<file path="config.mk">
export PLATFORM = sky130hd
export DESIGN_NAME = mem_latency_monitor
export DESIGN_NICKNAME = d
export VERILOG_FILES = /design/src/rtl/mem_latency_monitor.sv
export SDC_FILE = /design/constraint.sdc
export NUM_CORES = 1
export LEC_CHECK = 0
export ABC_AREA = 1
export CORE_ASPECT_RATIO = 1.5
export CORE_MARGIN = 2
export CORE_UTILIZATION = 45
export CTS_CLUSTER_SIZE = 14
export DETAILED_ROUTE_END_ITERATION = 16
export PLACE_DENSITY = 0.68
export RECOVER_POWER = 25
export SYNTH_ARGS = -nofsm -noshare
export SYNTH_HDL_FRONTEND = slang
export SYNTH_SLANG_ARGS = --single-unit
</file>
<file path="constraint.sdc">
create_clock -name clk -period 2.3 [get_ports clk]
set_input_delay 0.46 -clock clk [delete_from_list [all_inputs] [get_ports clk]]
set_output_delay 0.46 -clock clk [all_outputs]
set_load 0.01 [all_outputs]
</file>
<file path="src/rtl/mem_latency_monitor.sv">
`default_nettype none
// =============================================================================
// mem_latency_monitor : passive req/gnt/rvalid observer measuring in-order
//                       request-to-response latency (last/min/max/count).
// Revision: 1.0 - initial release
// =============================================================================
module mem_latency_monitor #(
   parameter int LAT_WIDTH       = 16,
   parameter int CNT_WIDTH       = 32,
   parameter int MAX_OUTSTANDING = 4
) (
   input  logic                               clk,
   input  logic                               rst_n,
   input  logic                               clear_i,
   input  logic                               req_i,
   input  logic                               gnt_i,
   input  logic                               rvalid_i,
   output logic                               sample_valid_o,
   output logic [LAT_WIDTH-1:0]               last_latency_o,
   output logic [LAT_WIDTH-1:0]               min_latency_o,
   output logic [LAT_WIDTH-1:0]               max_latency_o,
   output logic [CNT_WIDTH-1:0]               sample_count_o,
   output logic [$clog2(MAX_OUTSTANDING):0]   outstanding_o,
   output logic                               overflow_err_o,
   output logic                               underflow_err_o
);
   localparam int                 PTR_W    = $clog2(MAX_OUTSTANDING);
   localparam int                 OCC_W    = PTR_W + 1;
   localparam logic [LAT_WIDTH-1:0] LAT_MAX = '1;
   localparam logic [CNT_WIDTH-1:0] CNT_MAX = '1;
   localparam logic [OCC_W-1:0]   OCC_FULL = OCC_W'(MAX_OUTSTANDING);
   localparam logic [OCC_W-1:0]   OCC_ONE  = OCC_W'(1);
   localparam logic [0:0]         ST_IDLE     = 1'b0;
   localparam logic [0:0]         ST_TRACKING = 1'b1;

   logic [0:0]                 state;
   logic [0:0]                 state_nxt;
   logic                       tracking;
   logic [LAT_WIDTH-1:0]       age [MAX_OUTSTANDING];
   logic [MAX_OUTSTANDING-1:0] valid;
   logic [MAX_OUTSTANDING-1:0] valid_nxt;
   logic [PTR_W-1:0]           wr_ptr;
   logic [PTR_W-1:0]           rd_ptr;
   logic [OCC_W-1:0]           occ;
   logic                       accept;
   logic                       full;
   logic                       pop;
   logic                       push;
   logic [LAT_WIDTH-1:0]       head_age;

   assign accept   = req_i & gnt_i;
   assign full     = (occ == OCC_FULL);
   // A response only completes an entry that existed before this cycle.
   assign pop      = rvalid_i & tracking;
   assign push     = accept & (~full | pop);
   assign head_age = age[rd_ptr];

   always_ff @(posedge clk) begin
      if (!rst_n) state <= ST_IDLE;
      else        state <= state_nxt;
   end

   always_comb begin
      state_nxt = state;
      case (state)
         ST_IDLE:     if (accept) state_nxt = ST_TRACKING;
         ST_TRACKING: if (pop && !push && occ == OCC_ONE) state_nxt = ST_IDLE;
         default:     state_nxt = ST_IDLE;
      endcase
   end

   always_comb begin
      tracking = (state == ST_TRACKING);
   end

   always_comb begin
      valid_nxt = valid;
      if (pop)  valid_nxt[rd_ptr] = 1'b0;
      if (push) valid_nxt[wr_ptr] = 1'b1;
   end

   always_ff @(posedge clk) begin
      if (!rst_n) begin
         wr_ptr <= '0;
         rd_ptr <= '0;
         occ    <= '0;
         valid  <= '0;
      end else begin
         if (push) wr_ptr <= wr_ptr + 1'b1;
         if (pop)  rd_ptr <= rd_ptr + 1'b1;
         if (push && !pop)      occ <= occ + 1'b1;
         else if (pop && !push) occ <= occ - 1'b1;
         valid <= valid_nxt;
      end
   end

   always_ff @(posedge clk) begin
      for (int i = 0; i < MAX_OUTSTANDING; i++) begin
         if (!rst_n)
            age[i] <= '0;
         else if (push && wr_ptr == PTR_W'(i))
            age[i] <= LAT_WIDTH'(1);
         else if (valid[i] && age[i] != LAT_MAX)
            age[i] <= age[i] + 1'b1;
      end
   end

   always_ff @(posedge clk) begin
      if (!rst_n || clear_i) begin
         sample_valid_o  <= 1'b0;
         last_latency_o  <= '0;
         min_latency_o   <= LAT_MAX;
         max_latency_o   <= '0;
         sample_count_o  <= '0;
         overflow_err_o  <= 1'b0;
         underflow_err_o <= 1'b0;
      end else begin
         sample_valid_o <= pop;
         if (pop) begin
            last_latency_o <= head_age;
            if (head_age < min_latency_o) min_latency_o <= head_age;
            if (head_age > max_latency_o) max_latency_o <= head_age;
            if (sample_count_o != CNT_MAX) sample_count_o <= sample_count_o + 1'b1;
         end
         if (accept && full && !pop) overflow_err_o  <= 1'b1;
         if (rvalid_i && !tracking)  underflow_err_o <= 1'b1;
      end
   end

   assign outstanding_o = occ;

endmodule
`default_nettype wire

</file>
==> impl_metrics.toml, run 1 <==
[critical_path]
worst-path-buf-inv = 2
critPathArrivalTime_ns = 2.78
timing.critical_path.from_type = "flop"
crit_path_cell_trace = "clkbuf_16 > o21ai_1 > o22ai_2 > ha_1 > nand2_1 > o21ai_2 > nand2_1 > o211ai_1 > nand2_1 > nand2_2 > nand3_4 > buf_6 > nor2_1 > nor2_2"
critPathMostFrequentCell = "nand2_1"
timing.critical_path.to_type = "flop"
critical-path-top-delay-family = "simple AND/OR/NAND/NOR gates"
critical_path_required_ns = 2.64
worst_path_largest_cell_delay_ns = 0.39
crit_fanout = 7
path_class = "flop to flop"
crit_path_top_delay_cell = "dfxtp_4"

[logic_synthesis]
post_synth_fa_ha_maj_area_fraction_pct = 6.86
post_synth_xor_area_fraction_pct = 4.23
synth-seq-area-share_pct = 42.4
mappedNetlistArea_sq_mm = 0.00912
number_of_flops_mapped_to_enable_cells_by_yosys = 64
synth_simple_gate_area_share_pct = 28.7
postSynthCellCount = 1190
ff_latch_count_synth = 161
postSynth.asyncResetShare_pct = 0
synth-compound-area-share_pct = 10.4
dominant_combinational_cell_family_by_area_after_synthesis = "simple AND/OR/NAND/NOR gates"
synth_flop_cell = "dfxtp_1"
yosys-mux-area-fraction_pct = 0
synth.lib_cells_used.distinct = 43
yosysWarningCount = 0
avgSynthCellArea_sq_um = 7.66
syn-num-nets = 1246

[clocking]
cts-hold-fix-buffers = 0
cts_max_path_buffers = 2
cts.sink_count = 161
clock_tree_from_tritoncts = "yes"
tritoncts.num_buffers = 17
clkTransAtPathRegs_ns = 0.07
insertion_delay_ns = 0.44
cts-htree-levels = 4
cts_root_buf = "clkbuf_16"

[sta]
final.min_clock_period_ns = 2.45
grt_setup_unrepaired = "true"
clock-skew-final_ns = 0.00888
whs_ns = 0.475
timing_hold_violations_final = 0
finish_stage_setup_viols = 45
timing.final.max_slew_violations = 0
timing.final.crit_share_pct = 106
timing.fmax_ghz = 0.409
setup_ws_ns = -0.146
worst_slew_margin_rel_pct = 47.5
worst_slew_pin_slew_ns = 0.787

[finish]
final_area_sq_mm = 0.0124
area_growth_syn_to_layout_pct = 36.4
layout_fillers = 1702
layout_commonest_cell = "nand2_1"
drive_gt1_share_pct = 19.7
most_frequent_cells_in_the_layout = "230 x nand2_1, 169 x nor2_1, 117 x inv_1, 100 x buf_4, 95 x dfxtp_1"
final-instance-count-excl-fill = 1664
n_antenna_cell = 0
utilization_pct = 62.6
nNetsFinal = 1447

[route]
detail_route.wl_per_cell_um = 16.8
post-route-drc-count = 0
num_vias = 8948
dr.first_iter.drc_count = 632
detail_route.first_pass.iterations = 5
final_antenna_net_count = 0
via_per_inst = 5.38
wl_um = 27900

[place]
dp_hpwl_um = 20300
post-place-cells = 1611
buffer_ports.inserted = 91
placed_area_sq_mm = 0.0112
finalWeightedCongestion = 0.979

[floorplan]
die_h_um = 178
core_sq_mm = 0.0199
chipWidth_um = 120
total_die_area_sq_mm = 0.0214
initial_core_util_pct = 45.9
io_pins = 92
rows = 63

[outcome]
status = "complete, but fails checks"
violated_checks = "negative setup slack"

[power]
internal_power_uw = 5360
power.static_leakage_uw = 0.00523
worst_ir_drop_vdd_uv = 514
share_seq_of_total_power_pct = 43.0
total_switching_power_uw = 2060
clock_power_share_pct = 39.9
p_per_area_mw_per_mm2 = 597
comb_power_share_pct = 17.0
switching_share_pct = 27.8

[global_routing]
grt_first_pass_wirelength_um = 42500
grt_max_degree = 60
via_count_of_the_first_global_routing_pass = 8491
gr-total-overflow = 0
antenna_found_initial = 0
track_usage_pct = 25.5

[min_path]
worstHoldPathType = "flop to flop"

[job]
maxCapViolations = 0
cell type report:
cell class / instances / area (sq um) / share of cell area, %
tap: 260 / 325 / 2.62
sequential: 161 / 3870 / 31.1
clock buffer: 23 / 522 / 4.19
multi-input combinational: 867 / 5060 / 40.7
inverter: 124 / 475 / 3.82
timing repair buffer: 220 / 2100 / 16.9
clock inverter: 9 / 88.8 / 0.714
power groups by stage:
stage	clock (uW)	sequential [uW]	combinational (uW)
6_report	2960	3200	1260
5_1_grt	3100	3210	1380
3_3_place_gp	0	3240	1020
2_1_floorplan	0	3230	545
4_1_cts	2990	3190	1130
3_5_place_dp	0	3240	1040
worst paths after layout:
path	slack, ns	from	cells past startpoint	end
min reg2reg	0.48	valid[3]	2	valid[3]
max	-0.15	flop	14	max_latency_o[5]
max reg2reg	-0.15	flop	14	max_latency_o[5]
min	0.48	valid[3]	2	valid[3]
synth_stat cells (2+ instances only):
cell type / instances / area [sq um]
buf_6: 7 / 78.8
nor3_2: 4 / 40.0
buf_4: 3 / 22.5
xnor2_1: 11 / 96.3
nand2_4: 3 / 33.8
a211oi_1: 3 / 22.5
nand3_1: 65 / 325
nand2_2: 3 / 18.8
inv_1: 120 / 450
nand3b_1: 2 / 15.0
ha_1: 50 / 626
nor4_1: 10 / 62.6
o22ai_1: 16 / 100
a31oi_1: 3 / 18.8
nor3b_1: 7 / 52.6
nand4_1: 17 / 106
inv_2: 4 / 15.0
dfxtp_1: 97 / 1940
nor2_1: 190 / 713
xor2_1: 33 / 289
or2_2: 7 / 43.8
o21bai_1: 2 / 15.0
nor3_1: 34 / 170
buf_2: 5 / 25.0
a21oi_1: 76 / 380
nor2_2: 6 / 37.5
clkbuf_1: 23 / 86.3
nand4_2: 2 / 25.0
nand3_2: 4 / 40.0
edfxtp_1: 64 / 1920
o21ai_0: 71 / 355
nand2_1: 237 / 890
through the flow:
| stage | setup slack [ns] | total power [uW] | setup TNS [ns] |
|---|---|---|---|
| final | -0.146 | 7420 | -2.32 |
| after detailed placement | -0.218 | 4290 | -7.12 |
| after CTS | 0.00253 | 7310 | 0 |
| after global placement | -0.242 | 4270 | -7.64 |
| after global routing | -0.283 | 7690 | -11.31 |
| after floorplan | 0.00766 | 3780 | 0 |
repair_timing:
item	CTS	global route
gates cloned	5	2
setup buffers	7	9
resized for setup	65	75
endpoints found under the setup margin	32	130
pin swaps	12	25
registers in the layout (all words and copies together) (netlist names), named ones only:
name	flops
valid	4
outstanding_o	3
last_latency_o	16
wr_ptr	2
min_latency_o	16
state	1
max_latency_o	16
underflow_err_o	1
overflow_err_o	1
sample_valid_o	1
sample_count_o	32
rd_ptr	2
age	64
per-layer routing:
metal / up-vias / wire, um / track usage [%]
li1: 4348 / - / -
met1: 4224 / 10400 / 27.2
met2: 283 / 14800 / 47.5
met3: 93 / 1220 / 4.12
met4: 0 / 1420 / 13.8
met5: - / 0 / 0
kinds of logic after synthesis:
family	Yosys count
adder cells (fa/ha/maj)	50
flip-flops	161
AND/OR/NAND/NOR	596
XOR/XNOR	44
buffers and inverters	162
AO/OA/AOI/OAI	177
worst min-delay path, cell delays in order (launching register included):
cell and delay, ns:
dfxtp_1 0.31, nand2_1 0.06, a21oi_1 0.06
Power figures use the tool's default switching activity.
==> inputs of run 2 (changes only) <==
- PLACE_DENSITY: 0.68 -> 0.65
- clock period: 2.3 -> 2.33 ns (I/O delays scaled with it)
==> run 2 against run 1 <==
Effect of this change: the run still ends with negative setup slack left; routed wire length fell by 2.5%; design area barely moved; register-to-register slack improved by 0.07 ns; sequential cell count did not move; setup slack improved by 0.070 ns; global-route usage fell by 0.64 points; sequential share of layout area barely moved; total power fell by 3.3%; largest cell class unchanged.
==> impl_metrics.toml, run 2 (synthesized netlist as in run 1, its figures left out) <==
[floorplan]
initial_core_util_pct = 45.9
core_sq_mm = 0.0199
chipWidth_um = 120
rows = 63
total_die_area_sq_mm = 0.0214
die_h_um = 178
io_pins = 92

[global_routing]
grt_max_degree = 60
antenna_found_initial = 0
grt_first_pass_wirelength_um = 41700
gr-total-overflow = 0
via_count_of_the_first_global_routing_pass = 8363
track_usage_pct = 24.8

[route]
detail_route.wl_per_cell_um = 16.3
dr.first_iter.drc_count = 638
num_vias = 8873
via_per_inst = 5.31
final_antenna_net_count = 0
detail_route.first_pass.iterations = 8
post-route-drc-count = 0
wl_um = 27200

[finish]
utilization_pct = 62.6
drive_gt1_share_pct = 20.0
top_register = "age"
most_frequent_cells_in_the_layout = "227 x nand2_1, 170 x nor2_1, 116 x inv_1, 108 x buf_4, 95 x dfxtp_1"
largest_register_ff_count = 64
area_growth_syn_to_layout_pct = 36.3
largest_registers = "age: 64 flops, sample_count_o: 32 flops"
layout_fillers = 1709
layout_commonest_cell = "nand2_1"
n_antenna_cell = 0
nNetsFinal = 1453

[clocking]
cts-hold-fix-buffers = 0
cts-htree-levels = 4
cts.sink_count = 161
insertion_delay_ns = 0.43
tritoncts.num_buffers = 17
clock_tree_from_tritoncts = "yes"
cts_root_buf = "clkbuf_16"
clkTransAtPathRegs_ns = 0.07
cts_max_path_buffers = 2

[sta]
setup_ws_ns = -0.0755
clock-skew-final_ns = 0.00879
timing_hold_violations_final = 0
final.min_clock_period_ns = 2.41
timing.fmax_ghz = 0.416
timing.final.crit_share_pct = 103
timing.final.max_slew_violations = 0
worst_slew_pin_slew_ns = 1.10
finish_stage_setup_viols = 28
grt_setup_unrepaired = "true"
worst_slew_margin_rel_pct = 26.5
whs_ns = 0.466

[critical_path]
crit_path_top_delay_cell = "dfxtp_4"
path_class = "flop to flop"
critPathArrivalTime_ns = 2.72
timing.critical_path.to_type = "flop"
rr_endpoint = "min_latency_o[3]"
worst_path_largest_cell_delay_ns = 0.43
critical_path.endpoint = "min_latency_o[3]"
r2r_cells = 13
crit_fanout = 11
critPathMostFrequentCell = "buf_4"
timing.critical_path.from_type = "flop"
setup.reg_to_reg.worst_slack_ns = -0.08
crit_path_cell_trace = "inv_8 > buf_6 > nor2_1 > o22ai_2 > buf_4 > ha_1 > nand2_1 > nor3_2 > buf_4 > nand2_4 > buf_4 > nand3_1 > nand3_1"
critical_path_required_ns = 2.64

[min_path]
min_delay_path_depth = 2
worstHoldPathType = "flop to flop"

[place]
buffer_ports.inserted = 91
dp_hpwl_um = 20100
finalWeightedCongestion = 0.909
dp_worst_setup_slack_ns = -0.179

[power]
internal_power_uw = 5160
power.static_leakage_uw = 0.00525
clock_power_share_pct = 39.0
worst_ir_drop_vdd_uv = 506
comb_power_share_pct = 17.0
total_switching_power_uw = 2020
p_per_area_mw_per_mm2 = 577
share_seq_of_total_power_pct = 43.9
switching_share_pct = 28.1
fin_total_pwr_uw = 7180

[outcome]
status = "complete, but fails checks"
violated_checks = "negative setup slack"

[job]
maxCapViolations = 0
-- run 2: changes by cell type in the layout (fill, tap and decap cells not counted), moves of 4 or more --
cell and delta:
buf_4 +8, dlygate4sd3_1 -14, o21ai_0 -4, clkdlybuf4s50_1 +14
-- run 2: layout make-up --
type | count | area [sq um] | share of cell area [%]
multi-input cells | 867 | 5060 | 40.7
flip-flops and latches | 161 | 3870 | 31.1
repair buffers | 226 | 2110 | 16.9
clock buffers | 21 | 503 | 4.05
inverters | 124 | 475 | 3.83
well taps | 260 | 325 | 2.62
clock inverters | 11 | 91.3 | 0.735
-- run 2: through the flow --
stage,cells,TNS [ns],cell area (sq um)
final,1670,-0.714,12400
after global routing,1670,-3.98,12400
after CTS,1658,-0.0194,11900
after detailed placement,1620,-4.75,11200
after global placement,1620,-4.32,11200
after floorplan,1190,0,9170
-- run 2: routing by layer --
| layer | share of wire [%] | track usage, % | wire, um |
|---|---|---|---|
| met2 | 53 | 46.3 | 14400 |
| met5 | 0 | 0 | 0 |
| met1 | 39 | 27.5 | 10600 |
| met4 | 4.1 | 11.3 | 1110 |
| met3 | 4.2 | 3.90 | 1130 |
-- run 2: how the worst min path moves through the flow --
stage / end / slack (ns) / from
2_1_floorplan: valid[0] / 0.44 / valid[0]
3_5_place_dp: underflow_err_o / 0.46 / underflow_err_o
6_report: valid[3] / 0.47 / valid[3]
3_3_place_gp: valid[3] / 0.45 / valid[3]
4_1_cts: valid[3] / 0.47 / valid[3]
5_1_grt: valid[0] / 0.50 / valid[0]
-- run 2: power groups by stage --
stage	registers, uW	clock network (uW)	logic (uW)
after CTS	3140	2840	1050
after global routing	3170	2950	1340
final	3150	2800	1220
after floorplan	3190	0	530
after detailed placement	3200	0	1010
after global placement	3200	0	999
-- run 2: worst max-delay path, delay by kind of cell (launching register included) --
kind | cells | cell delay (ns)
compound gates | 1 | 0.16
fa+ha+maj | 1 | 0.27
buf+inv | 5 | 0.69
flops | 1 | 0.43
simple gates | 6 | 0.73
-- run 2: timing repair --
item / in CTS / in global routing
setup endpoints to repair: 32 / 93
cloned: 1 / 4
buffers inserted: 5 / 8
gates resized for setup: 28 / 122
endpoints found under the hold margin: 0 / 0
pin swaps: 4 / 24
==> inputs of run 3 (changes only) <==
- SETUP_SLACK_MARGIN: default -> 0.2
==> run 3 against run 2 <==
Effect of this change: the run still ends with negative setup slack left; clock skew barely moved; highest routed layer unchanged; sequential share of layout area is 1.5 points lower; setup slack better by 0.039 ns; critical path type unchanged.
==> impl_metrics.toml, run 3 (synthesized netlist as in run 1, its figures left out) <==
[route]
num_vias = 8928
detail_route.first_pass.iterations = 6
final_antenna_net_count = 0
post-route-drc-count = 0
detail_route.wl_per_cell_um = 17.3
dr.first_iter.drc_count = 578
via_per_inst = 5.38
wl_um = 28800

[critical_path]
worst_path_largest_cell_delay_ns = 0.42
r2r_cells = 14
path_class = "flop to flop"
timing.critical_path.to_type = "flop"
crit_path_cell_trace = "inv_6 > buf_8 > nor2_1 > o22ai_2 > ha_1 > nand2_2 > nor3_4 > nand2_1 > nand2_2 > nand3_4 > buf_12 > nand2_2 > nand2_1 > nor2_1"
critical_path_required_ns = 2.71
crit_path_top_delay_cell = "dfxtp_4"
critPathArrivalTime_ns = 2.75
critical-path-top-delay-family = "simple AND/OR/NAND/NOR gates"
worst-path-buf-inv = 3
worstSetupPathDepth = 14
crit_fanout = 14
timing.critical_path.from_type = "flop"
critPathMostFrequentCell = "nand2_2"

[power]
total_switching_power_uw = 2160
internal_power_uw = 5110
clock_power_share_pct = 38.7
comb_power_share_pct = 17.8
worst_ir_drop_vdd_uv = 536
share_seq_of_total_power_pct = 43.4
p_per_area_mw_per_mm2 = 557
power.static_leakage_uw = 0.00523
switching_share_pct = 29.7

[sta]
clock-skew-final_ns = 0.00929
final.min_clock_period_ns = 2.37
timing.fmax_ghz = 0.423
whs_ns = 0.466
grt_setup_unrepaired = "true"
worst_slew_pin_slew_ns = 0.791
worst_slew_margin_rel_pct = 47.2
setup_ws_ns = -0.0362
timing.final.max_slew_violations = 0
timing.final.crit_share_pct = 102
timing_hold_violations_final = 0
finish_stage_setup_viols = 16

[place]
finalWeightedCongestion = 0.906
dp_hpwl_um = 20000
post-place-cells = 1599
buffer_ports.inserted = 91

[clocking]
cts-htree-levels = 4
cts.sink_count = 161
tritoncts.num_buffers = 17
cts_root_buf = "clkbuf_16"
clkTransAtPathRegs_ns = 0.07
cts-hold-fix-buffers = 0
insertion_delay_ns = 0.44
clock_tree_from_tritoncts = "yes"
cts_max_path_buffers = 2

[floorplan]
total_die_area_sq_mm = 0.0214
core_sq_mm = 0.0199
rows = 63
io_pins = 92
chipWidth_um = 120
die_h_um = 178
initial_core_util_pct = 45.9

[finish]
multi_input_area_sq_mm = 0.00563
layout_commonest_cell = "nand2_1"
largest_registers = "age: 64 flops, sample_count_o: 32 flops"
nNetsFinal = 1444
final-instance-count-excl-fill = 1661
layout_fillers = 1639
most_frequent_cells_in_the_layout = "210 x nand2_1, 154 x nor2_1, 114 x inv_1, 92 x dfxtp_1, 90 x clkdlybuf4s50_1"
drive_gt1_share_pct = 24.7
sequential_cell_area_sq_mm = 0.00387
top_register = "age"
largest_register_ff_count = 64
area_growth_syn_to_layout_pct = 43.3
n_antenna_cell = 0

[global_routing]
grt_util_met1_pct = 27.6
via_count_of_the_first_global_routing_pass = 8119
track_usage_pct = 24.5
grt.busiest_layer = "met2"
gr-total-overflow = 0
grt_first_pass_wirelength_um = 40800
grt_max_degree = 60
groute.layer.met2.usage_pct = 44.8
antenna_found_initial = 0
grt_util_met3_pct = 3.58

[min_path]
worstHoldPathType = "flop to flop"
min_delay_path_depth = 2

[outcome]
violated_checks = "negative setup slack"
status = "complete, but fails checks"

[job]
maxCapViolations = 0
==> run 3: final cells by class <==
type	count	area share (%)
Clock buffer	17	3.26
Clock inverter	15	1.12
Inverter	124	3.69
Multi-Input combinational cell	871	43.1
Sequential cell	161	29.7
Tap cell	260	2.49
Timing Repair Buffer	213	16.7
==> run 3: worst paths after layout <==
check | start | endpoint | slack [ns]
max reg2reg | flop | max_latency_o[13] | -0.04
max | flop | max_latency_o[13] | -0.04
min reg2reg | valid[3] | valid[3] | 0.47
min | valid[3] | valid[3] | 0.47
==> run 3: worst register-to-register path: stages (launching register included) <==
cell	delay, ns
dfxtp_4	0.42
inv_6	0.06
buf_8	0.15
nor2_1	0.17
o22ai_2	0.17
ha_1	0.34
nand2_2	0.08
nor3_4	0.21
nand2_1	0.09
nand2_2	0.09
nand3_4	0.13
buf_12	0.20
nand2_2	0.05
nand2_1	0.05
nor2_1	0.09
==> run 3: metrics by stage <==
| step | cell area, sq um | power, uW | util [%] | worst slack, ns | TNS (ns) |
|---|---|---|---|---|---|
| final | 13100 | 7270 | 65.8 | -0.0362 | -0.309 |
| after global routing | 13100 | 7550 | 65.8 | -0.212 | -6.19 |
| after CTS | 11800 | 7040 | 59.6 | 0.0231 | 0 |
| after detailed placement | 11100 | 4200 | 55.9 | -0.0624 | -1.11 |
| after global placement | 11100 | 4190 | 55.9 | -0.0424 | -0.542 |
| after floorplan | 9320 | 3760 | - | 0.198 | 0 |
==> run 3: metal layers <==
metal,vias up,share of wire [%],wire length [um]
met4,0,4.6,1340
met1,4209,38,10900
li1,4359,-,-
met3,88,3.8,1110
met5,-,0,0
met2,272,53,15400
==> run 3: what timing repair did <==
item / CTS / global route
endpoints found under the setup margin: 59 / 183
gates cloned: 0 / 12
buffers inserted: 4 / 14
pin swaps: 6 / 55
gates resized for setup: 39 / 210
==> run 3: power by group through the flow <==
stage                     sequential (uW)  clock, uW  combinational, uW
final                                3160       2820               1300
after global routing                 3170       2970               1410
after CTS                            3140       2850               1050
after detailed placement             3200          0               1000
after global placement               3200          0                988
after floorplan                      3190          0                567
